**config.mk**
```make
export PLATFORM = sky130hd
export DESIGN_NAME = ece453_led_sequencer_flat
export DESIGN_NICKNAME = d
export VERILOG_FILES = /design/src/rtl/ece453_led_sequencer_pkg.sv /design/src/rtl/ece453_led_sequencer_if.sv /design/src/rtl/ece453_led_sequencer_timer.sv /design/src/rtl/ece453_led_sequencer.sv /design/src/flat_wrapper.sv
export SDC_FILE = /design/constraint.sdc
export NUM_CORES = 1
export LEC_CHECK = 0
export ABC_AREA = 1
export CAP_MARGIN = 20
export CORE_MARGIN = 1.5
export CORE_UTILIZATION = 35
export DETAILED_ROUTE_END_ITERATION = 7
export GPL_ROUTABILITY_DRIVEN = 0
export PLACE_DENSITY = 0.52
export SLEW_MARGIN = 40
export SYNTH_ARGS = -nofsm -noshare
export SYNTH_HDL_FRONTEND = slang
export SYNTH_SLANG_ARGS = --single-unit
export TNS_END_PERCENT = 100
```
**constraint.sdc**
```tcl
create_clock -name clk -period 3 [get_ports clk]
set_clock_uncertainty 0.05 [all_clocks]
set_input_delay 0.3 -clock clk [delete_from_list [all_inputs] [get_ports clk]]
set_output_delay 0.3 -clock clk [all_outputs]
set_load 0.05 [all_outputs]
```
**src/rtl/ece453_led_sequencer_pkg.sv**
```systemverilog
// Shared register map, control bit positions and state encoding for the LED sequencer.
package ece453_led_seq_pkg;
    localparam logic [4:0] ADDR_CONTROL = 5'd0;
    localparam logic [4:0] ADDR_STATUS  = 5'd1;
    localparam logic [4:0] ADDR_IM      = 5'd2;
    localparam logic [4:0] ADDR_IRQ     = 5'd3;
    localparam logic [4:0] ADDR_LEN     = 5'd4;
    localparam logic [4:0] ADDR_STEP0   = 5'd8;

    localparam int CTL_START  = 0;
    localparam int CTL_STOP   = 1;
    localparam int CTL_PAUSE  = 2;
    localparam int CTL_LOOP   = 3;
    localparam int CTL_MANUAL = 4;
    // START/STOP are pulses; only the mode bits are kept in the register
    localparam logic [4:0] CTL_MODE_MASK = 5'b11100;

    localparam int STEP_PAT_MSB = 31;

    typedef enum logic [1:0] {
        ST_IDLE   = 2'd0,
        ST_RUN    = 2'd1,
        ST_PAUSED = 2'd2
    } seq_state_t;
endpackage

```
**src/rtl/ece453_led_sequencer_if.sv**
```systemverilog
// Avalon-MM slave bus for the LED sequencer register file.
interface ece453_led_sequencer_if;
    logic [4:0]  slave_address;
    logic        slave_read;
    logic        slave_write;
    logic [31:0] slave_writedata;
    logic [31:0] slave_readdata;

    modport master (output slave_address, slave_read, slave_write, slave_writedata,
                    input  slave_readdata);
    modport slave  (input  slave_address, slave_read, slave_write, slave_writedata,
                    output slave_readdata);
endinterface

```
**src/rtl/ece453_led_sequencer_timer.sv**
```systemverilog
// Loadable dwell down-counter; expired flags the final cycle of a step.
module ece453_led_seq_timer #(
    parameter int W = 24
) (
    input  logic         clk,
    input  logic         reset_n,
    input  logic         load,
    input  logic [W-1:0] value,
    input  logic         enable,
    output logic         expired
);
    logic [W-1:0] cnt;

    always_ff @(posedge clk or negedge reset_n) begin
        if (!reset_n)                  cnt <= '0;
        else if (load)                 cnt <= value;
        else if (enable && cnt != '0)  cnt <= cnt - 1'b1;
    end

    assign expired = enable && (cnt == '0);
endmodule

```
**src/rtl/ece453_led_sequencer.sv**
```systemverilog
// Pattern table sequencer driving the LED outputs, stepped by dwell timer or button.
module ece453_led_sequencer
    import ece453_led_seq_pkg::*;
#(
    parameter int NUM_STEPS = 8,
    parameter int PAT_W     = 8,
    parameter int DWELL_W   = 24
) (
    input  logic                   clk,
    input  logic                   reset_n,
    ece453_led_sequencer_if.slave  bus,
    input  logic                   advance,
    output logic [PAT_W-1:0]       led_out,
    output logic                   busy,
    output logic                   irq_out
);
    localparam int         IDX_W     = $clog2(NUM_STEPS);
    localparam logic [4:0] NSTEPS5   = 5'(NUM_STEPS);
    localparam logic [4:0] STEP_LAST = 5'(ADDR_STEP0 + 5'(NUM_STEPS - 1));

    seq_state_t         state, state_d;
    logic [IDX_W-1:0]   idx, load_idx;
    logic [4:0]         ctrl_r, len_reg, len_r, len_clamped;
    logic               im_r, irq_r;
    logic [PAT_W-1:0]   pat_tbl   [NUM_STEPS];
    logic [DWELL_W-1:0] dwell_tbl [NUM_STEPS];

    logic wr_ctl, wr_im, wr_irq, wr_len, step_sel, start, stop;
    logic load, clr_led, done, step_end, last, expired, tmr_en;
    logic [IDX_W-1:0] step_ix;

    assign wr_ctl   = bus.slave_write && bus.slave_address == ADDR_CONTROL;
    assign wr_im    = bus.slave_write && bus.slave_address == ADDR_IM;
    assign wr_irq   = bus.slave_write && bus.slave_address == ADDR_IRQ;
    assign wr_len   = bus.slave_write && bus.slave_address == ADDR_LEN;
    assign step_sel = bus.slave_address >= ADDR_STEP0 && bus.slave_address <= STEP_LAST;
    assign step_ix  = IDX_W'(bus.slave_address - ADDR_STEP0);
    assign start    = wr_ctl && bus.slave_writedata[CTL_START];
    assign stop     = wr_ctl && bus.slave_writedata[CTL_STOP];

    assign len_clamped = (len_reg == '0 || len_reg > NSTEPS5) ? NSTEPS5 : len_reg;
    assign last        = 5'(idx) == len_r - 5'd1;
    assign tmr_en      = state == ST_RUN && !ctrl_r[CTL_PAUSE] && !ctrl_r[CTL_MANUAL];

    ece453_led_seq_timer #(.W(DWELL_W)) u_timer (
        .clk     (clk),
        .reset_n (reset_n),
        .load    (load),
        .value   (dwell_tbl[load_idx]),
        .enable  (tmr_en),
        .expired (expired)
    );

    always_ff @(posedge clk or negedge reset_n) begin
        if (!reset_n) state <= ST_IDLE;
        else          state <= state_d;
    end

    // Bus commands are applied last so STOP beats START, and both beat a step end.
    always_comb begin
        state_d  = state;
        load     = 1'b0;
        load_idx = '0;
        clr_led  = 1'b0;
        done     = 1'b0;
        step_end = 1'b0;
        case (state)
            ST_RUN: begin
                if (ctrl_r[CTL_PAUSE]) state_d  = ST_PAUSED;
                else                   step_end = ctrl_r[CTL_MANUAL] ? advance : expired;
            end
            ST_PAUSED: if (!ctrl_r[CTL_PAUSE]) state_d = ST_RUN;
            default: ;
        endcase
        if (step_end) begin
            if (!last) begin
                load     = 1'b1;
                load_idx = idx + 1'b1;
            end else if (ctrl_r[CTL_LOOP]) begin
                load = 1'b1;
            end else begin
                state_d = ST_IDLE;
                done    = 1'b1;
            end
        end
        if (stop) begin
            state_d = ST_IDLE;
            clr_led = 1'b1;
            load    = 1'b0;
            done    = 1'b0;
        end else if (start) begin
            state_d  = ST_RUN;
            load     = 1'b1;
            load_idx = '0;
            done     = 1'b0;
        end
    end

    always_ff @(posedge clk or negedge reset_n) begin
        if (!reset_n) begin
            idx     <= '0;
            led_out <= '0;
            ctrl_r  <= '0;
            len_reg <= '0;
            len_r   <= '0;
            im_r    <= 1'b0;
            irq_r   <= 1'b0;
            for (int i = 0; i < NUM_STEPS; i++) begin
                pat_tbl[i]   <= '0;
                dwell_tbl[i] <= '0;
            end
        end else begin
            if (load) begin
                idx     <= load_idx;
                led_out <= pat_tbl[load_idx];
            end else if (clr_led) begin
                led_out <= '0;
            end
            if (start && !stop) len_r   <= len_clamped;
            if (wr_ctl)         ctrl_r  <= bus.slave_writedata[4:0] & CTL_MODE_MASK;
            if (wr_im)          im_r    <= bus.slave_writedata[0];
            if (wr_len)         len_reg <= bus.slave_writedata[4:0];
            if (done)           irq_r   <= 1'b1;
            else if (wr_irq && bus.slave_writedata[0]) irq_r <= 1'b0;
            if (bus.slave_write && step_sel) begin
                pat_tbl[step_ix]   <= bus.slave_writedata[STEP_PAT_MSB -: PAT_W];
                dwell_tbl[step_ix] <= bus.slave_writedata[DWELL_W-1:0];
            end
        end
    end

    always_comb begin
        bus.slave_readdata = '0;
        if (bus.slave_read) begin
            case (bus.slave_address)
                ADDR_CONTROL: bus.slave_readdata = {27'b0, ctrl_r};
                ADDR_STATUS:  bus.slave_readdata = {26'b0, state, 4'(idx)};
                ADDR_IM:      bus.slave_readdata = {31'b0, im_r};
                ADDR_IRQ:     bus.slave_readdata = {31'b0, irq_r};
                ADDR_LEN:     bus.slave_readdata = {27'b0, len_reg};
                default: if (step_sel) begin
                    bus.slave_readdata[STEP_PAT_MSB -: PAT_W] = pat_tbl[step_ix];
                    bus.slave_readdata[DWELL_W-1:0]          = dwell_tbl[step_ix];
                end
            endcase
        end
    end

    assign busy    = state != ST_IDLE;
    assign irq_out = im_r & irq_r;
endmodule

```
**src/flat_wrapper.sv**
```systemverilog
// flat-port wrapper written by rule: the top's interface ports become plain ports
module ece453_led_sequencer_flat import ece453_led_seq_pkg::*;
#(
    parameter int NUM_STEPS = 8,
    parameter int PAT_W     = 8,
    parameter int DWELL_W   = 24
)
  (clk, reset_n, advance, led_out, busy, irq_out, bus_slave_address, bus_slave_read, bus_slave_write, bus_slave_writedata, bus_slave_readdata);
  ece453_led_sequencer_if bus_i ();
  input  logic clk;
  input  logic reset_n;
  input  logic advance;
  output logic [PAT_W-1:0] led_out;
  output logic busy;
  output logic irq_out;
  input wire logic [$bits(bus_i.slave_address)-1:0] bus_slave_address;
  input wire logic [$bits(bus_i.slave_read)-1:0] bus_slave_read;
  input wire logic [$bits(bus_i.slave_write)-1:0] bus_slave_write;
  input wire logic [$bits(bus_i.slave_writedata)-1:0] bus_slave_writedata;
  output wire logic [$bits(bus_i.slave_readdata)-1:0] bus_slave_readdata;
  assign bus_i.slave_address = bus_slave_address;
  assign bus_i.slave_read = bus_slave_read;
  assign bus_i.slave_write = bus_slave_write;
  assign bus_i.slave_writedata = bus_slave_writedata;
  assign bus_slave_readdata = bus_i.slave_readdata;
  ece453_led_sequencer #(.NUM_STEPS(NUM_STEPS), .PAT_W(PAT_W), .DWELL_W(DWELL_W)) u_core (.clk(clk), .reset_n(reset_n), .bus(bus_i), .advance(advance), .led_out(led_out), .busy(busy), .irq_out(irq_out));
endmodule
```
* After elaboration in Yosys (flattened, before gate mapping) *
Cells that the tools add are included.

word-level totals
  output and inout port bits = 42
  word-level logic and storage cells = 126
  input bits = 42
  flip-flop bits (word level) = 308

cells by class
  multiplexer cells = 54
  bitwise gates (word level) = 3
  magnitude comparators = 6
  equal/unequal tests = 7
  add/subtract/negate cells = 4
  reductions and logical operators = 27

operators by type and width
  operator                                                  count
  bitwise mux 192 bit                                       1
  two-way mux 24 bit                                        7
  case mux 32 bit (5 select lines)                          1
  binary-select mux 24 bit (select 3 bit)                   2
  demux 24 bit (select 3 bit)                               1
  bitwise mux 64 bit                                        1
  two-way mux 32 bit                                        2
  two-way mux 8 bit                                         7
  binary-select mux 8 bit (select 3 bit)                    2
  demux 8 bit (select 3 bit)                                1
  logical NOT 24 bit                                        1
  nonzero test 24 bit                                       1
  subtractor 24 x 1 -> 24 bit, second input constant        1
  two-way mux 1 bit                                         16
  logical AND 1 bit                                         15
  two-way mux 2 bit                                         7
  two-way mux 3 bit                                         4
  == test 5 x 2 -> 1 bit, second input constant             2
  logical NOT 5 bit                                         2
  greater-or-equal comparator 4 bit, second input constant  2
  NOT 3 -> 4 bit                                            2
  nonzero test 2 bit                                        4
  == test 3 x 5 -> 1 bit                                    1
  == test 5 x 1 -> 1 bit, second input constant             1
  other kinds (15)                                          17

* Logic depth before layout (Yosys ltp) *
Gate-level depths: netlist of run 1.

  word-level depth = 15
  mapped depth = 20

* By module *
From an unflattened synthesis of run 1, not the netlist that was laid out.

second synthesis, totals
  cell total of the unflattened synthesis = 2386
  area total of the unflattened synthesis = 17179.0 um2

modules (own cells, without submodules)
  module                area an instance (um2)  sequential area each (um2)  cells an instance  times used
  ece453_led_sequencer  15285.9                 7106.8                      2075               1
  ece453_led_seq_timer  1893.1                  600.6                       311                1

* Worst setup path before layout of run 1 *
OpenSTA, ideal clock, no wires.

  path type = input to output
  start = input bus_slave_address[3]
  end = output bus_slave_readdata[12]
  path buffers = 1
  arrival = 2.740 ns
  required time = 2.650 ns
  stages on the path = 7
  path slack = -0.090 ns
  cell sequence = inv_1 > nor2_2 > inv_1 > nor2_1 > clkbuf_1 > o221ai_1 > nor4_1

between the ends
  longest elaborated chain between the ends = 5
  elaborated cells between the ends (all ways) = 11
  those cells by class = 2 x order compare; 4 x eq/ne; 3 x mux; 2 x reduce/logical

ends and longest elaborated chain
  element                                                                                     line                         RTL
  start, declared                                                                             flat_wrapper.sv:16           input wire logic [$bits(bus_i.slave_address)-1:0] bus_slave_address;
  greater-or-equal comparator 5 x 4 -> 1 bit or <= comparator 5 x 4 -> 1 bit (tied branches)  ece453_led_sequencer.sv:36   assign step_sel = bus.slave_address >= ADDR_STEP0 && bus.slave_address <= STEP_LAST;
  logical AND 1 bit                                                                           ece453_led_sequencer.sv:36
  two-way mux 32 bit                                                                          ece453_led_sequencer.sv:141  default: if (step_sel) begin
  case mux 32 bit (5 select lines) (*)                                                        ece453_led_sequencer.sv:135  case (bus.slave_address)
  two-way mux 32 bit (*)                                                                      ece453_led_sequencer.sv:134  if (bus.slave_read) begin
  end, declared                                                                               flat_wrapper.sv:20           output wire logic [$bits(bus_i.slave_readdata)-1:0] bus_slave_readdata;

Mark *: on every way between the ends. The rest lies on a longest branch, timed or not.

* Final worst setup path of run 1 *
  start = input bus_slave_address[1]
  end = output bus_slave_readdata[5]

between the ends
  longest elaborated chain between the ends = 8
  elaborated cells between the ends (all ways) = 16
  those cells by class = 1 x add/sub; 2 x order compare; 4 x eq/ne; 6 x mux; 1 x bitwise; 2 x reduce/logical

ends and longest elaborated chain
  element                                                 line                         RTL
  subtractor 3 x 1 -> 3 bit                               ece453_led_sequencer.sv:37   assign step_ix = IDX_W'(bus.slave_address - ADDR_STEP0);
  NOT 3 -> 4 bit (not written as such)                    ece453_led_sequencer.sv:143  bus.slave_readdata[DWELL_W-1:0] = dwell_tbl[step_ix];
  binary-select mux 24 bit (select 3 bit)                 ece453_led_sequencer.sv:143
  two-way mux 24 bit (not written as such) (2 in series)  ece453_led_sequencer.sv:143
  two-way mux 32 bit                                      ece453_led_sequencer.sv:141
  case mux 32 bit (5 select lines) (*)                    ece453_led_sequencer.sv:135
  two-way mux 32 bit (*)                                  ece453_led_sequencer.sv:134

Mark *: on every way between the ends. The rest lies on a longest branch, timed or not. The select of a mux whose other input is x is not followed.

==> metrics.txt, run 1 <==
Fmax achieved 342 MHz; count of flip-flops with a built-in enable after synthesis 0; sw frac between 30% and 40%; final period utilization between 90% and 100%; largest net degree at the start of global routing 87; floorplan die height between 200 and 250 µm; clock tree from TritonCTS done; wire length of the first global-routing pass 93300 µm; placed standard-cell area between 15000 and 20000 µm²; share of final-layout standard cells stronger than drive strength 1 under 10%; final slew viol count 0; setup violators final 0; flop and latch count out of synthesis 308; Core Region 47500 µm²; most common flop cell mapped by yosys dfrtp_1; count of inserted antenna diode cells 0; TritonCTS buffer count 37; CP Launch Type input port; VDD IR-drop max between 0.3 and 0.4 mV; final-layout fill cell count ~4800; post-synthesis area per instance between 7 and 8 µm²; fin nets around 2400; Largest regs u_core.dwell_tbl (192), u_core.pat_tbl (64), u_core.u_timer.cnt (24); initial antenna violation count 1; Tightest Hold Check Type in -> async; max-cap violation count 0; first-iteration detailed-routing DRC count about 1400; WS Path Type in -> out; number of library cell types mapped by synthesis 46; global router's overall resource usage 24.3%; drt via density ~5.3; clock root cell clkbuf_16; post-synthesis instance total 2294; internal power consumption 8.75 mW; Placed Cells incl. Taps approximately 3000; critical path's largest stage delay around 0.48 ns; maximum fanout along the worst path 13; remaining antenna violation count 0; proportion of power drawn by combinational gates between 20% and 30%; end-of-flow core utilization a little over two fifths; WL per Instance 19.9 µm; max FFs per register roughly 190; overflow left after global routing 0; number of search-and-repair iterations in the first detailed-routing pass 5; Multi-input gate area about 7600 µm²; Static Leakage approximately 9.6 nW; register ranked first by flip-flop count u_core.dwell_tbl; cell-by-cell trace of the critical path clkdlybuf4s50_1, inv_1, nor3_1, buf_4, inv_1, buf_4, o22ai_1, a221oi_1, nand3_1, a21oi_2, buf_12; Crit path required time ~2.7 ns; Setup Slack @ Placement -0.176 ns; count of buffers inserted at the top-level ports between 80 and 90; clock sink total between 300 and 400; routed wire length 59700 µm; number of placed I/O pins 84; Final Hold Fails 0; worst hold slack across all endpoints ~0.21 ns; result of the run finished, final reports clean; Seq/Total Area, Yosys a little under half; relative contribution of the clock network to total power between 30% and 40%; total number of vias 16074; fin cells ~3000; part of the power in registers between 40% and 50%; Area Overhead vs Synth 20.8%; Site Rows 80; Critical Path Sink Type output port; Critical-path top delay cell clkdlybuf4s50_1; Pwr per Cell Area between 600 and 700 nW/µm²; net switching power figure ~4.4 mW; vias in the first global route ~16000; post-synthesis async set-or-reset flop share 100%; area of all sequential standard cells roughly 7700 µm²; endpoint arrival time on the critical path ~2.6 ns; mapped cell area 16800 µm²; overall die area around 50000 µm²; clock network latency to the later pin of the worst-skew pair between 0.5 and 0.6 ns; DRC violations left 0; Starting Density about 35%; maximum buffer depth of the clock tree 3; clock slew seen by the registers of the worst setup and hold paths approximately 0.06 ns; dpl hpwl 37500 µm; x dimension of the die 222 µm; depth of the CTS H-tree 2; Slew HR between 40 and 50%; Period minus WS final approximately 2.9 ns; pin slew with the least headroom to its limit approximately 0.83 ns; syn nets 2343; count of yosys warnings during synthesis 0; final standard cell area without fillers around 20000 µm²; minimum setup slack in the final design about 0.073 ns
==> cells in the mapped netlist, drive strengths merged (3+ instances only) <==
library cell	number	area share, %
o22ai	73	2.7
a21oi	65	2.0
a221oi	14	0.73
a31oi	3	0.11
clkbuf	74	1.7
buf	59	2.0
o211ai	3	0.13
nor3	9	0.30
nand2	686	15
ha	7	0.52
xor2	16	0.83
o221ai	13	0.68
nor4	16	0.60
inv	280	6.3
nor2	126	3.2
o2111ai	11	0.57
o21ai	325	9.7
dfrtp	308	46
a211oi	11	0.49
nand3	171	5.2
nand3b	11	0.49
==> layout make-up <==
| class | count | area share, % |
|---|---|---|
| sequential | 308 | 38.0 |
| multi-input combinational | 1572 | 37.3 |
| timing repair buffer | 169 | 10.1 |
| inverter | 281 | 5.21 |
| clock buffer | 53 | 5.20 |
| tap | 615 | 3.79 |
| clock inverter | 7 | 0.425 |
==> through the flow <==
| stage | TNS (ns) | total power [mW] |
|---|---|---|
| 6_report | 0 | 13.2 |
| 5_1_grt | -0.0481 | 14.0 |
| 4_1_cts | -0.109 | 13.2 |
| 3_3_place_gp | -0.0453 | 8.78 |
| 3_5_place_dp | -0.182 | 8.84 |
| 2_1_floorplan | 0 | 7.73 |
==> worst paths after layout <==
path	startpoint	endpoint	slack, ns	cells after the start
max	bus_slave_address[1]	bus_slave_readdata[5]	0.07	11
min	reset_n	u_core.len_r[4]$_DFFE_PN0P_	0.21	2
max reg2reg	u_core.state[1]$_DFF_PN0_	u_core.u_timer.cnt[14]$_DFFE_PN0P_	0.21	16
min reg2reg	u_core.pat_tbl[51]$_DFFE_PN0P_	u_core.pat_tbl[51]$_DFFE_PN0P_	0.43	2
max in group asynchronous	reset_n	u_core.dwell_tbl[159]$_DFFE_PN0P_	1.74	3
min in group clk	bus_slave_writedata[29]	u_core.pat_tbl[5]$_DFFE_PN0P_	0.29	3
==> power groups by stage <==
stage	logic [mW]	clock network, mW	registers (mW)
2_1_floorplan	2.03	0	5.70
3_3_place_gp	2.97	0	5.81
3_5_place_dp	3.02	0	5.82
4_1_cts	3.04	4.44	5.76
5_1_grt	3.48	4.59	5.90
6_report	3.04	4.36	5.78
==> layer usage <==
| layer | global-route usage [%] | vias to the layer above | share of wire (%) |
|---|---|---|---|
| li1 | - | 7629 | - |
| met1 | 32.6 | 7763 | 44 |
| met2 | 40.3 | 550 | 47 |
| met3 | 2.88 | 130 | 5.6 |
| met4 | 9.15 | 2 | 3.5 |
| met5 | 0 | - | 0.022 |
==> cells by family after synthesis <==
| kind of cell | after synthesis | synth area share, % |
|---|---|---|
| compound gates | 525 | 17.5 |
| xor+xnor | 17 | 0.886 |
| fa+ha+maj | 7 | 0.521 |
| buf+inv | 414 | 9.97 |
| flops | 308 | 45.9 |
| simple gates | 1023 | 25.3 |
==> cells in the final DEF (no fill, tap or decap), drive strengths merged, types with 2 or more instances in the layout <==
| cell | instances |
|---|---|
| nand2 | 686 |
| o21ai | 325 |
| dfrtp | 308 |
| inv | 280 |
| nand3 | 171 |
| nor2 | 126 |
| buf | 118 |
| o22ai | 73 |
| a21oi | 65 |
| clkbuf | 53 |
| clkdlybuf4s50 | 50 |
| xor2 | 16 |
| nor4 | 16 |
| a221oi | 14 |
| o221ai | 13 |
| o2111ai | 11 |
| nand3b | 11 |
| a211oi | 11 |
| nor3 | 9 |
| ha | 7 |
| clkinv | 6 |
| a31oi | 3 |
| o211ai | 3 |
| o31ai | 2 |
| nand4 | 2 |
==> critical path, delay by kind of cell <==
| kind | cells | cell delay [ns] |
|---|---|---|
| compound gates | 3 | 0.64 |
| buf+inv | 6 | 1.33 |
| simple gates | 2 | 0.28 |
==> timing repair <==
item	4_1_cts	5_1_grt
buffers inserted	0	2
endpoints found under the setup margin	4	19
hold buffers	1	0
endpoints found under the hold margin	53	0
gates cloned	0	0
gates resized for setup	1	12
(Power assumes the default switching activity.)
==> run 2, diff against run 1 <==
--- a/config.mk
+++ b/config.mk
@@ -10,8 +10,9 @@
 export CORE_MARGIN = 1.5
 export CORE_UTILIZATION = 35
 export DETAILED_ROUTE_END_ITERATION = 7
+export DONT_BUFFER_PORTS = 1
 export GPL_ROUTABILITY_DRIVEN = 0
-export PLACE_DENSITY = 0.52
+export PLACE_DENSITY = 0.5
 export SLEW_MARGIN = 40
 export SYNTH_ARGS = -nofsm -noshare
 export SYNTH_HDL_FRONTEND = slang
==> metrics.txt, run 2 (synthesis results as in run 1) <==
pin slew with the least headroom to its limit about 1.1 ns; total number of vias between 15000 and 20000; placed standard-cell area around 18000 µm²; Final Hold Fails just over 300; depth of the CTS H-tree 2; Pwr per Cell Area ~670 nW/µm²; clock slew seen by the registers of the worst setup and hold paths approximately 0.060 ns; critical path's largest stage delay 0.45 ns; clock tree from TritonCTS done; maximum buffer depth of the clock tree 3; clock root cell clkbuf_16; Critical Path Sink Type flop; count of buffers inserted at the top-level ports 0; overflow left after global routing 0; origin of the critical flop-to-flop path u_core.state[1]$_DFF_PN0_; number of search-and-repair iterations in the first detailed-routing pass 7; share of final-layout standard cells stronger than drive strength 1 roughly a tenth; register ranked first by flip-flop count u_core.dwell_tbl; max FFs per register about 190; floorplan die height approximately 220 µm; final-layout fill cell count approximately 4900; leading cell type in the layout, fill and taps excluded nand2_1; WS Path Type reg -> reg; Setup Slack @ Placement 0.0847 ns; fin nets 2379; Starting Density 35.4%; DRC violations left 0; CP Launch Type flop; Site Rows 80; remaining antenna violation count 0; hold buffers post-CTS 35; Fmax achieved roughly 360 MHz; clock network latency to the later pin of the worst-skew pair roughly 0.57 ns; number of buffer and inverter stages on the critical path 2; WL per Instance about 20 µm; result of the run complete, but fails checks; Area Overhead vs Synth 17.4%; initial antenna violation count 2; overall die area ~49000 µm²; Core Region between 40000 and 50000 µm²; wire length of the first global-routing pass between 90000 and 100000 µm; gate family responsible for the most delay along the worst path simple AND/OR/NAND/NOR gates; number of cell instances on the worst register-to-register path 14; violated checks negative hold slack; Critical-path top delay cell dfrtp_1; Static Leakage approximately 9.4 nW; final period utilization 93.4%; endpoint arrival time on the critical path between 3 and 4 ns; drt via density about 5.4; setup repair after global routing missed its margin false; worst hold slack across all endpoints -0.612 ns; cell occurring most often along the worst timing path nand2_1; Slew HR 24.1%; Largest regs u_core.dwell_tbl (192), u_core.pat_tbl (64), u_core.u_timer.cnt (24); routed wire length slightly above 60000 µm; minimum setup slack among reg-to-reg paths roughly 0.2 ns; capture point of the worst reg-to-reg path u_core.led_out[7]$_DFFE_PN0P_; max-cap violation count 0; VDD IR-drop max between 0.3 and 0.4 mV; TritonCTS buffer count 39; number of placed I/O pins 84; maximum fanout along the worst path a little under 80; top library cells by usage in the layout, fill and taps aside nand2_1, o21ai_0, dfrtp_1, inv_1, nand3_1; Period minus WS final 2.80 ns; setup violators final 0; final slew viol count 0; clock sink total roughly 300; dpl hpwl around 36000 µm; first-iteration detailed-routing DRC count 1639; Tightest Hold Check Type in -> async; final standard cell area without fillers 19700 µm²; x dimension of the die approximately 220 µm; global router's overall resource usage between 20% and 30%; minimum setup slack in the final design 0.199 ns; largest net degree at the start of global routing just over 300; Crit path required time around 3.4 ns; vias in the first global route about 16000; Fin Setup TNS 0 ns; cell-by-cell trace of the critical path inv_1, ha_1, nand2_1, nor2_4, nand4_2, nand2_8, nand3_4, buf_12, a21oi_1, o21ai_0, nand2_1, nand2_1, nand2_1, nand2_1
## run 2: cell count changes in the layout (fill, tap and decap cells not counted), moves of 5 or more
cell             change
clkdlybuf4s50_1     -50
dlygate4sd3_1       +34
buf_12              -30
buf_4                +6
a211oi_1             -5
a211oi_2             +5
clkinv_2             +5
nor4_1               -5
nor4_2               +5
## run 2: where the power goes
group | switching (mW) | internal, mW | total [mW]
combinational | 1.72 | 1.02 | 2.74
sequential | 0.771 | 5.09 | 5.86
clock | 1.89 | 2.66 | 4.55
total | 4.38 | 8.76 | 13.1
## run 2: area by class of cell
class	count	area (µm²)	area share (%)
Antenna cell	2	5.00	0.0254
Clock buffer	56	1110	5.63
Clock inverter	11	95.1	0.482
Inverter	281	1050	5.34
Multi-Input combinational cell	1572	7660	38.8
Sequential cell	308	7710	39.1
Tap cell	615	769	3.90
Timing Repair Buffer	128	1330	6.73
## run 2: worst reg2reg max path, cell delays in order (launching register included)
cell,delay [ns]
dfrtp_1,0.45
inv_1,0.13
ha_1,0.18
nand2_1,0.14
nor2_4,0.23
nand4_2,0.24
nand2_8,0.20
nand3_4,0.11
buf_12,0.21
a21oi_1,0.24
o21ai_0,0.12
nand2_1,0.15
nand2_1,0.07
nand2_1,0.12
nand2_1,0.06
## run 2: worst max path at each step
stage / start / to / slack (ns) / depth (start not counted)
after floorplan: bus_slave_address[3] / bus_slave_readdata[26] / 0.0008 / 6
after global placement: u_core.state[1]$_DFF_PN0_ / u_core.led_out[7]$_DFFE_PN0P_ / 0.12 / 13
after detailed placement: u_core.state[1]$_DFF_PN0_ / u_core.u_timer.cnt[7]$_DFFE_PN0P_ / 0.08 / 15
after CTS: u_core.state[1]$_DFF_PN0_ / u_core.u_timer.cnt[7]$_DFFE_PN0P_ / 0.05 / 15
after global routing: u_core.len_r[0]$_DFFE_PN0P_ / u_core.u_timer.cnt[9]$_DFFE_PN0P_ / 0.02 / 18
final: u_core.state[1]$_DFF_PN0_ / u_core.led_out[7]$_DFFE_PN0P_ / 0.20 / 14
## run 2: stage by stage
step | hold WS (ns) | util (%) | instances | power [mW]
floorplan | -0.0456 | - | 2294 | 7.73
global route | -0.636 | 41.5 | 2973 | 13.9
global placement | -0.0247 | 38.0 | 2863 | 8.50
finish | -0.612 | 41.5 | 2973 | 13.1
detailed placement | -0.0281 | 38.0 | 2863 | 8.56
CTS | -0.628 | 41.3 | 2965 | 13.2
## run 2: timing repair
| action | in CTS | in global routing |
|---|---|---|
| hold endpoints to repair | 547 | 308 |
| setup buffers | 0 | 5 |
| gates resized for setup | 0 | 5 |
| endpoints found under the setup margin | 0 | 32 |
## run 2: layer usage
metal  global-route usage [%]  vias up  wire, µm
met5                        0        -         0
met4                     8.24        0      1790
met3                     4.60      113      4110
met2                     39.3      578     28100
met1                     33.5     7727     26800
li1                         -     7560         -
==> run 3, diff against run 2 <==
==> constraint.sdc (replaced) <==
create_clock -name clk -period 2.6 [get_ports clk]
set_clock_uncertainty 0.05 [all_clocks]
set_input_delay 0.26 -clock clk [delete_from_list [all_inputs] [get_ports clk]]
set_output_delay 0.26 -clock clk [all_outputs]
set_load 0.05 [all_outputs]
==> metrics.txt, run 3 (synthesis results as in run 1) <==
result of the run complete, but fails checks; violated checks negative hold slack; internal power consumption 10.3 mW; Period minus WS final 2.47 ns; Starting Density a little over a third; share of final-layout standard cells stronger than drive strength 1 a little under an eighth; max FFs per register 192; Critical Path Sink Type flop; total number of vias 15870; part of the power in registers between 40% and 50%; number of placed I/O pins 84; WS Path Type reg -> reg; net switching power figure approximately 5.2 mW; floorplan die height 222 µm; maximum buffer depth of the clock tree 3; Pwr per Cell Area about 770 nW/µm²; cell-by-cell trace of the critical path inv_1, ha_4, nor2_1, nor2_1, nand3_1, nor2_2, buf_4, a21oi_4, buf_6, nand3_1, nand3_1, nand2_1, nand2_1, nand3_1, nand2_1, inv_1; setup violators final 0; Area Overhead vs Synth 20.3%; endpoint arrival time on the critical path around 2.9 ns; Crit path required time between 3 and 4 ns; Critical-path top delay cell dfrtp_1; register ranked first by flip-flop count u_core.dwell_tbl; hold buffers post-CTS 36; TritonCTS buffer count 37; global router's overall resource usage between 20% and 30%; remaining antenna violation count 0; worst hold slack across all endpoints -0.655 ns; CP Launch Type flop; number of search-and-repair iterations in the first detailed-routing pass 5; origin of the critical flop-to-flop path u_core.len_r[1]$_DFFE_PN0P_; capture point of the worst reg-to-reg path u_core.u_timer.cnt[8]$_DFFE_PN0P_; clock tree from TritonCTS done; WL per Instance 20.3 µm; clock slew seen by the registers of the worst setup and hold paths approximately 0.06 ns; critical path's largest stage delay roughly 0.38 ns; x dimension of the die between 200 and 250 µm; initial antenna violation count 2; count of buffers inserted at the top-level ports 0; largest net degree at the start of global routing approximately 310; depth of the CTS H-tree 2; power consumption 15.5 mW; dpl hpwl roughly 38000 µm; clock root cell clkbuf_16; overall die area between 40000 and 50000 µm²; max-cap violation count 0; clock network latency to the later pin of the worst-skew pair 0.57 ns; final period utilization 95.0%; leading cell type in the layout, fill and taps excluded nand2_1; Slew HR 14.6%; Largest regs u_core.dwell_tbl (192), u_core.pat_tbl (64), u_core.u_timer.cnt (24); top library cells by usage in the layout, fill and taps aside nand2_1, o21ai_0, dfrtp_1, inv_1, nand3_1; fin nets between 2000 and 2500; cell occurring most often along the worst timing path nand3_1; overflow left after global routing 0; drt via density roughly 5.3; wire length of the first global-routing pass 94600 µm; VDD IR-drop max 0.453 mV; first-iteration detailed-routing DRC count between 1000 and 1500; Static Leakage 9.65 nW; final slew viol count 0; minimum setup slack among reg-to-reg paths 0.13 ns; pin slew with the least headroom to its limit around 1.3 ns; vias in the first global route around 16000; setup repair after global routing missed its margin true; number of cell instances on the worst register-to-register path 16; maximum fanout along the worst path 33; Fin Setup TNS 0 ns; routed wire length 61200 µm; critical path endpoint u_core.u_timer.cnt[8]$_DFFE_PN0P_; worst setup path start u_core.len_r[1]$_DFFE_PN0P_; proportion of power drawn by combinational gates between 20 and 25%; Fmax achieved ~400 MHz; Site Rows 80; Tightest Hold Check Type in -> async; clock sink total 308; DRC violations left 0; relative contribution of the clock network to total power between 30% and 40%; Final Hold Fails about 300; Core Region 47500 µm²; sw frac 33.3%
-- run 3: area by class of cell --
type	instances	area, µm²
inverters	281	1050
repair buffers	161	1750
diodes	2	5.00
flip-flops and latches	308	7710
clock buffers	54	1080
clock inverters	13	166
fillers	4772	27300
well taps	615	769
multi-input cells	1572	7690
-- run 3: metal layers --
metal  GRT usage [%]  vias up  wire (µm)
met2            40.2      539      28500
met1            33.6     7599      27000
met5               0        -          0
li1                -     7615          -
met4            9.54        0       2050
met3            3.42      117       3640
-- run 3: worst min path at each step --
stage | from | end
finish | reset_n | u_core.pat_tbl[2]$_DFFE_PN0P_
global route | reset_n | u_core.led_out[7]$_DFFE_PN0P_
CTS | reset_n | u_core.pat_tbl[2]$_DFFE_PN0P_
detailed placement | reset_n | u_core.im_r$_DFFE_PN0P_
global placement | reset_n | u_core.len_reg[3]$_DFFE_PN0P_
floorplan | reset_n | u_core.ctrl_r[2]$_DFFE_PN0P_
-- run 3: stage by stage --
step                      worst slack (ns)  area, µm²  utilization (%)  cells
after floorplan                      0.163      17000                -   2294
after global placement             -0.0814      18300             38.6   2890
after detailed placement           -0.0952      18300             38.6   2890
after CTS                           0.0371      20000             42.1   2996
after global routing               -0.0168      20200             42.5   3006
final                                0.129      20200             42.5   3006
-- run 3: worst max-delay path: cells and delay by family, from the launching register on --
kind                     cells  cell delay, ns
AND/OR/NAND/NOR             10            0.85
buffers and inverters        4            0.61
flip-flops                   1            0.38
AO/OA/AOI/OAI                1            0.22
adder cells (fa/ha/maj)      1            0.21
-- run 3: power groups by stage --
stage	Combinational, mW	Sequential (mW)	Clock (mW)
3_3_place_gp	3.18	6.78	0
6_report	3.33	6.75	5.41
3_5_place_dp	3.21	6.78	0
5_1_grt	3.86	6.88	5.68
2_1_floorplan	2.36	6.58	0
4_1_cts	3.29	6.72	5.49
-- run 3: timing repair --
action                                  CTS  global route
pin swaps                                 2             5
gates resized for setup                   1            22
endpoints found under the setup margin   12            33
setup buffers                             3             4
cloned                                    0             4
endpoints found under the hold margin   559           308
==> RTL change 1 (settings of run 3) <==
`PAT_W` is set to 8 in 2 places; all go to 12.
--- a/src/rtl/ece453_led_sequencer.sv
+++ b/src/rtl/ece453_led_sequencer.sv
@@ -3,7 +3,7 @@
     import ece453_led_seq_pkg::*;
 #(
     parameter int NUM_STEPS = 8,
-    parameter int PAT_W     = 8,
+    parameter int PAT_W     = 12,
     parameter int DWELL_W   = 24
 ) (
     input  logic                   clk,
--- a/src/flat_wrapper.sv
+++ b/src/flat_wrapper.sv
@@ -2,7 +2,7 @@
 module ece453_led_sequencer_flat import ece453_led_seq_pkg::*;
 #(
     parameter int NUM_STEPS = 8,
-    parameter int PAT_W     = 8,
+    parameter int PAT_W     = 12,
     parameter int DWELL_W   = 24
 )
   (clk, reset_n, advance, led_out, busy, irq_out, bus_slave_address, bus_slave_read, bus_slave_write, bus_slave_writedata, bus_slave_readdata);
Ports: changed (resized led_out); port bits go from 84 to 88. The function was not compared with the original's and may differ.
==> RTL change 1 against run 3 <==
  * The flow still finishes with violations (hold timing)
  * Synthesized area is essentially flat
  * Die area is essentially flat
  * Design area grew 2.5%
  * Setup slack lost 0.036 ns
  * Routed wire length grew 8.7%
  * Total power grew 0.12%
  * Sequential cell count grew 4
  * Sequential share of layout area shrank 0.45 points
  * Hold slack gained 0.021 ns
  * Count of clock-buffer cells in the layout grew 6
  * Utilization grew 1.1 points
  * Critical path type unchanged
  * Largest power group unchanged
==> RTL change 1: results (changes against run 3) <==
Run status
  • Outcome: complete, but fails checks
  • Failing checks: hold timing

Placed design
  • Placed Cells: 2858 (-1.1%)
  • DP Area: 0.0185 mm2 (+0.66%)
  • DP Wirelength: 38.5 mm (+1.0%)
  • Port bufs: 0 (unchanged)
  • Setup WS pre-CTS: -0.272 ns (-0.177 ns)

Worst setup path
  • Setup crit end: u_core.u_timer.cnt[4]
  • Worst r2r path cells: 19 (+3)
  • Crit path max fanout: 8 (-76%)
  • CP arrival: 2.92 ns (+0.04 ns)
  • Crit path max-delay family: buffers and inverters

Global routing
  • First-pass GRT wire length: 96.4 mm (+1.9%)
  • Pin count of the biggest net entering global routing: 313 (+1.3%)
  • GRT Util Overall: 25.3% (+0.52 points)
  • Number of global-route vias before repair: 15600 (-0.98%)

Synthesis
  • Synthesized area: 0.0168 mm2 (about the same)
  • List of most frequent post-synthesis cells: 619 x nand2_1, 312 x dfrtp_1, 293 x o21ai_0
  • Synth top area cells: dfrtp_1 46%, nand2_1 14%, o21ai_0 8.7%
  • Synth Net Count: 2305 (-1.6%)
  • Sequential area share after synthesis: 46.5% (+0.63 points)
  • Mean post-synth cell area: 7.45 um2 (+1.6%)

Final layout
  • Largest regs: u_core.dwell_tbl x184, u_core.pat_tbl x72, u_core.u_timer.cnt x24
  • Area growth syn-to-layout: 23.4%
  • Non-clk bufs: 184 (+14%)
  • Area of the multi-input gates: 0.00784 mm2 (+1.9%)
  • Final-layout fill cell count: 4787 (+0.31%)
  • Final-layout clock buffer total: 60 (+11%)
  • Clk cell area share: 5.80% (-0.36 points)
  • Number of non-clock inverters: 266 (-5.3%)
  • Multi-input gates: 1544 (-1.8%)
  • # nets final: 2396 (-0.58%)
  • Ant. Diodes: 0 (-2)
  • Final std cells w/o fill: 2987 (-0.63%)
  • Final non-clock buffer share: 10.2% (+1.5 points)
  • Fraction of area in registers: 37.7% (-0.45 points)
  • Layout cells sized above 1: 13.4% (+2.1 points)

Clock tree
  • Post_cts resized: 9 (+8)
  • CTS Hold Bufs: 35 (-2.8%)
  • Total CTS buffers: 39 (+5.4%)
  • Post-CTS Setup Inserts: 1 (-2)

Route
  • Drt wl/cell: 22.2 um (+9.4%)
  • Vias per Instance: 5.51 (+4.3%)
  • Iteration-0 DRC Markers: 1490 (+4.6%)
  • DR pass1 iterations: 6 (+1)

Worst hold path
  • Hold Path Class: input pin to asynchronous set/reset pin

Pwr
  • Total Power: 15.5 mW (+0.12%)
  • Int Power: 10.3 mW (-0.38%)
  • Register share of total power: 44.2% (+0.6 points)
  • Leak: 9.71 nW (+0.66%)
  • Peak supply drop: 0.383 mV (-15%)
  • Clk pwr share: 33.9% (-1.0 points)

STA
  • Hold_ws: -0.635 ns (+0.0207 ns)
  • F_max: 0.399 GHz (-1.4%)
  • Final Hold Viols: 312 (+1.3%)
  • Relative max-transition margin: 46.8% (+32 points)
[RTL change 1: changes by cell type after synthesis, moves of 9 or more]
cell,before,now
o211ai_1,3,12
nor2_1,111,75
nand3_1,169,277
nand2_1,683,619
o22ai_1,73,64
buf_2,41,20
inv_1,267,256
o21ai_0,312,293
a21oi_1,63,39
nand3b_1,11,1
or2_2,1,14
clkbuf_1,74,103
[RTL change 1: per-layer routing]
layer / wire length [um] / up-vias / GRT usage [%] / share of wire, %
li1: - / 7665 / - / -
met1: 29800 / 7990 / 35.9 / 45
met2: 29900 / 671 / 39.0 / 45
met3: 4660 / 122 / 4.21 / 7.0
met4: 2110 / 2 / 8.73 / 3.2
met5: 10 / - / 0 / 0.015
[RTL change 1: cells by family (layout without fill, tap and decap cells)]
group,Yosys count,after routing,synth area share (%)
and+or+nand+nor,1028,1029,25.9
DFF,312,312,46.5
AOI/OAI and AO/OA,490,490,16.9
adders and majority gates,7,7,0.521
buffers and inverters,401,516,9.24
xor gates and xnor gates,18,18,0.939
==> RTL change 2 (config.mk and constraints of run 3) <==
Without the edit above. Make the reset (`reset_n`) synchronous in 3 clocked blocks.
--- a/src/rtl/ece453_led_sequencer_timer.sv
+++ b/src/rtl/ece453_led_sequencer_timer.sv
@@ -11,7 +11,7 @@
 );
     logic [W-1:0] cnt;
 
-    always_ff @(posedge clk or negedge reset_n) begin
+    always_ff @(posedge clk) begin
         if (!reset_n)                  cnt <= '0;
         else if (load)                 cnt <= value;
         else if (enable && cnt != '0)  cnt <= cnt - 1'b1;
--- a/src/rtl/ece453_led_sequencer.sv
+++ b/src/rtl/ece453_led_sequencer.sv
@@ -51,7 +51,7 @@
         .expired (expired)
     );
 
-    always_ff @(posedge clk or negedge reset_n) begin
+    always_ff @(posedge clk) begin
         if (!reset_n) state <= ST_IDLE;
         else          state <= state_d;
     end
@@ -96,7 +96,7 @@
         end
     end
 
-    always_ff @(posedge clk or negedge reset_n) begin
+    always_ff @(posedge clk) begin
         if (!reset_n) begin
             idx     <= '0;
             led_out <= '0;
Function: differs if reset_n is asserted again (counterexample within 4 cycles, from zero or initial values and one cycle with reset_n low); with reset_n held inactive, the same outputs for 4 cycles.
==> RTL change 2 against run 3 <==
  * Via count fell by 2.7%
  * Setup slack got worse by 0.038 ns
  * Routed wire length rose by 6.8%
  * Design area rose by 0.12%
  * Synthesized area fell by 0.31%
  * Utilization rose by 0.68 points
  * Sequential cell count did not move
  * Critical path type unchanged
Power is not compared: it rests on default switching activity, and its combinational part moved more than twofold at a synthesized area within 25%.
==> RTL change 2: results (changes against run 3) <==
Clock tree
  • Clk root buf: clkbuf_16
  • CTS Hold Bufs: 18 (-50%)
  • Post-CTS Setup Inserts: 0 (-3)
  • Post_cts resized: 1 (unchanged)
  • Clk_lat worst skew: 0.55 ns (-0.02 ns)
  • Deepest clock path buffer count: 3 (unchanged)
  • Total CTS buffers: 38 (+2.7%)
  • Clock transition at path regs: 0.06 ns (about the same)

STA
  • Final Hold Viols: 0 (-100%)
  • Relative max-transition margin: 59.0% (+44 points)
  • Min Tclk post-route: 2.51 ns (+0.0375 ns)

Synthesis
  • Adder-cell area share of the yosys netlist: 0.523% (+0.0016 points)
  • Top_reg_cell synth: edfxtp_1
  • Synth top area cells: edfxtp_1 46%, nand2_1 9.5%, nor2_1 8.8%
  • Netlist cell types: 48 (+4.3%)
  • Post-synth EDFFs: 256 (+256)
  • Synth Net Count: 2127 (-9.2%)
  • Sequential area share after synthesis: 52.1% (+6.2 points)
  • Async SR Flop Fraction: 0% (-100 points)
  • Synth Area in Compound Gates: 9.36% (-8.1 points)
  • List of most frequent post-synthesis cells: 423 x nand2_1, 394 x nor2_1, 258 x inv_1
  • XOR/XNOR Fraction of Synth Area: 0.732% (-0.15 points)

Worst setup path
  • Slowest Stage Delay on Critical Path: 0.35 ns (-0.03 ns)
  • CP startpoint: u_core.u_timer.cnt[6]
  • Crit path max-delay family: simple AND/OR/NAND/NOR gates
  • Crit path max fanout: 20 (-39%)
  • CP max-delay cell: dfxtp_1
  • CP arrival: 2.92 ns (+0.04 ns)
  • R2R Path End: u_core.u_timer.cnt[13]
  • R2R Setup Slk: 0.09 ns (-0.04 ns)
  • Setup crit end: u_core.u_timer.cnt[13]
  • Worst r2r path cells: 15 (-1)

Pwr
  • Leak: 8.87 nW
  • Peak supply drop: 0.398 mV

Placed design
  • DP Area: 0.0184 mm2 (+0.23%)
  • DP Wirelength: 40.4 mm (+6.0%)
  • Setup WS pre-CTS: 0.0520 ns (+0.147 ns)
  • Port bufs: 0 (unchanged)

Worst hold path
  • Hold Path Class: input pin to flip-flop
  • Min-delay src: bus_slave_writedata[26]
  • Hold path depth: 2

Route
  • Vias per Instance: 5.48 (+3.8%)
  • Drt wl/cell: 23.2 um (+14%)
  • DR pass1 iterations: 6 (+1)
  • Iteration-0 DRC Markers: 1904 (+34%)

Global routing
  • Initial antenna violation count: 0 (-2)
  • Global-route track usage on met3: 3.90% (+0.48 points)
  • GRT Util Overall: 25.8% (+0.98 points)
  • M2 GR Usage: 41.6% (+1.4 points)
  • Number of global-route vias before repair: 14600 (-7.2%)
  • Met1 GRT Util: 35.4% (+1.9 points)
  • First-pass GRT wire length: 94.4 mm (-0.19%)
  • Pin count of the biggest net entering global routing: 51 (-83%)

Final layout
  • Layout cells sized above 1: 13.1% (+1.8 points)
  • Ant. Diodes: 0 (-2)
  • Largest regs: u_core.dwell_tbl x192, u_core.pat_tbl x64, u_core.u_timer.cnt x24
  • # nets final: 2231 (-7.4%)

Flow run
  • Max-capacitance violation count: 0 (unchanged)

Run status
  • Outcome: complete, no violations
## RTL change 2: changes by cell type in the layout (fill, tap and decap cells not counted), moves of 34 or more
cell and change:
buf_4 +36, dfrtp_1 -308, dfxtp_1 +50, edfxtp_1 +256, nand2_1 -266, nand3_1 +34
nor2_1 +281, o21ai_0 -236
## RTL change 2: through the flow
step                      TNS [ns]  util (%)  hold WS, ns  total power, mW  cells
after floorplan                  0         -        0.398             6.44   2078
after global placement           0      39.3        0.330             6.94   2712
after detailed placement         0      39.3        0.328             6.94   2712
after CTS                        0      42.4      0.00449             12.4   2799
after global routing        -0.144      43.2       0.0339             12.8   2818
final                            0      43.2       0.0216             12.4   2818
## RTL change 2: cell type report
| cell class | count | area, um2 |
|---|---|---|
| fillers | 4670 | 26600 |
| well taps | 607 | 759 |
| repair buffers | 180 | 1870 |
| clock inverters | 22 | 230 |
| multi-input cells | 1376 | 6570 |
| flip-flops and latches | 308 | 8730 |
| inverters | 278 | 1050 |
| clock buffers | 47 | 1040 |
## RTL change 2: where the power goes
| part | leakage [nW] | internal, mW | switching, mW |
|---|---|---|---|
| Clock | 0.629 | 3.32 | 2.15 |
| Combinational | 5.38 | 0.377 | 0.852 |
| Sequential | 2.86 | 5.57 | 0.118 |
## RTL change 2: kinds of logic after synthesis
group,count (synthesis)
AOI/OAI and AO/OA,256
xor gates and xnor gates,14
adders and majority gates,7
buffers and inverters,394
DFF,308
and+or+nand+nor,1099
## RTL change 2: routing by layer
metal | share of wire (%) | up-vias
li1 | - | 7075
met1 | 42 | 7429
met2 | 46 | 810
met3 | 8.9 | 128
met4 | 3.1 | 0
met5 | 0 | -
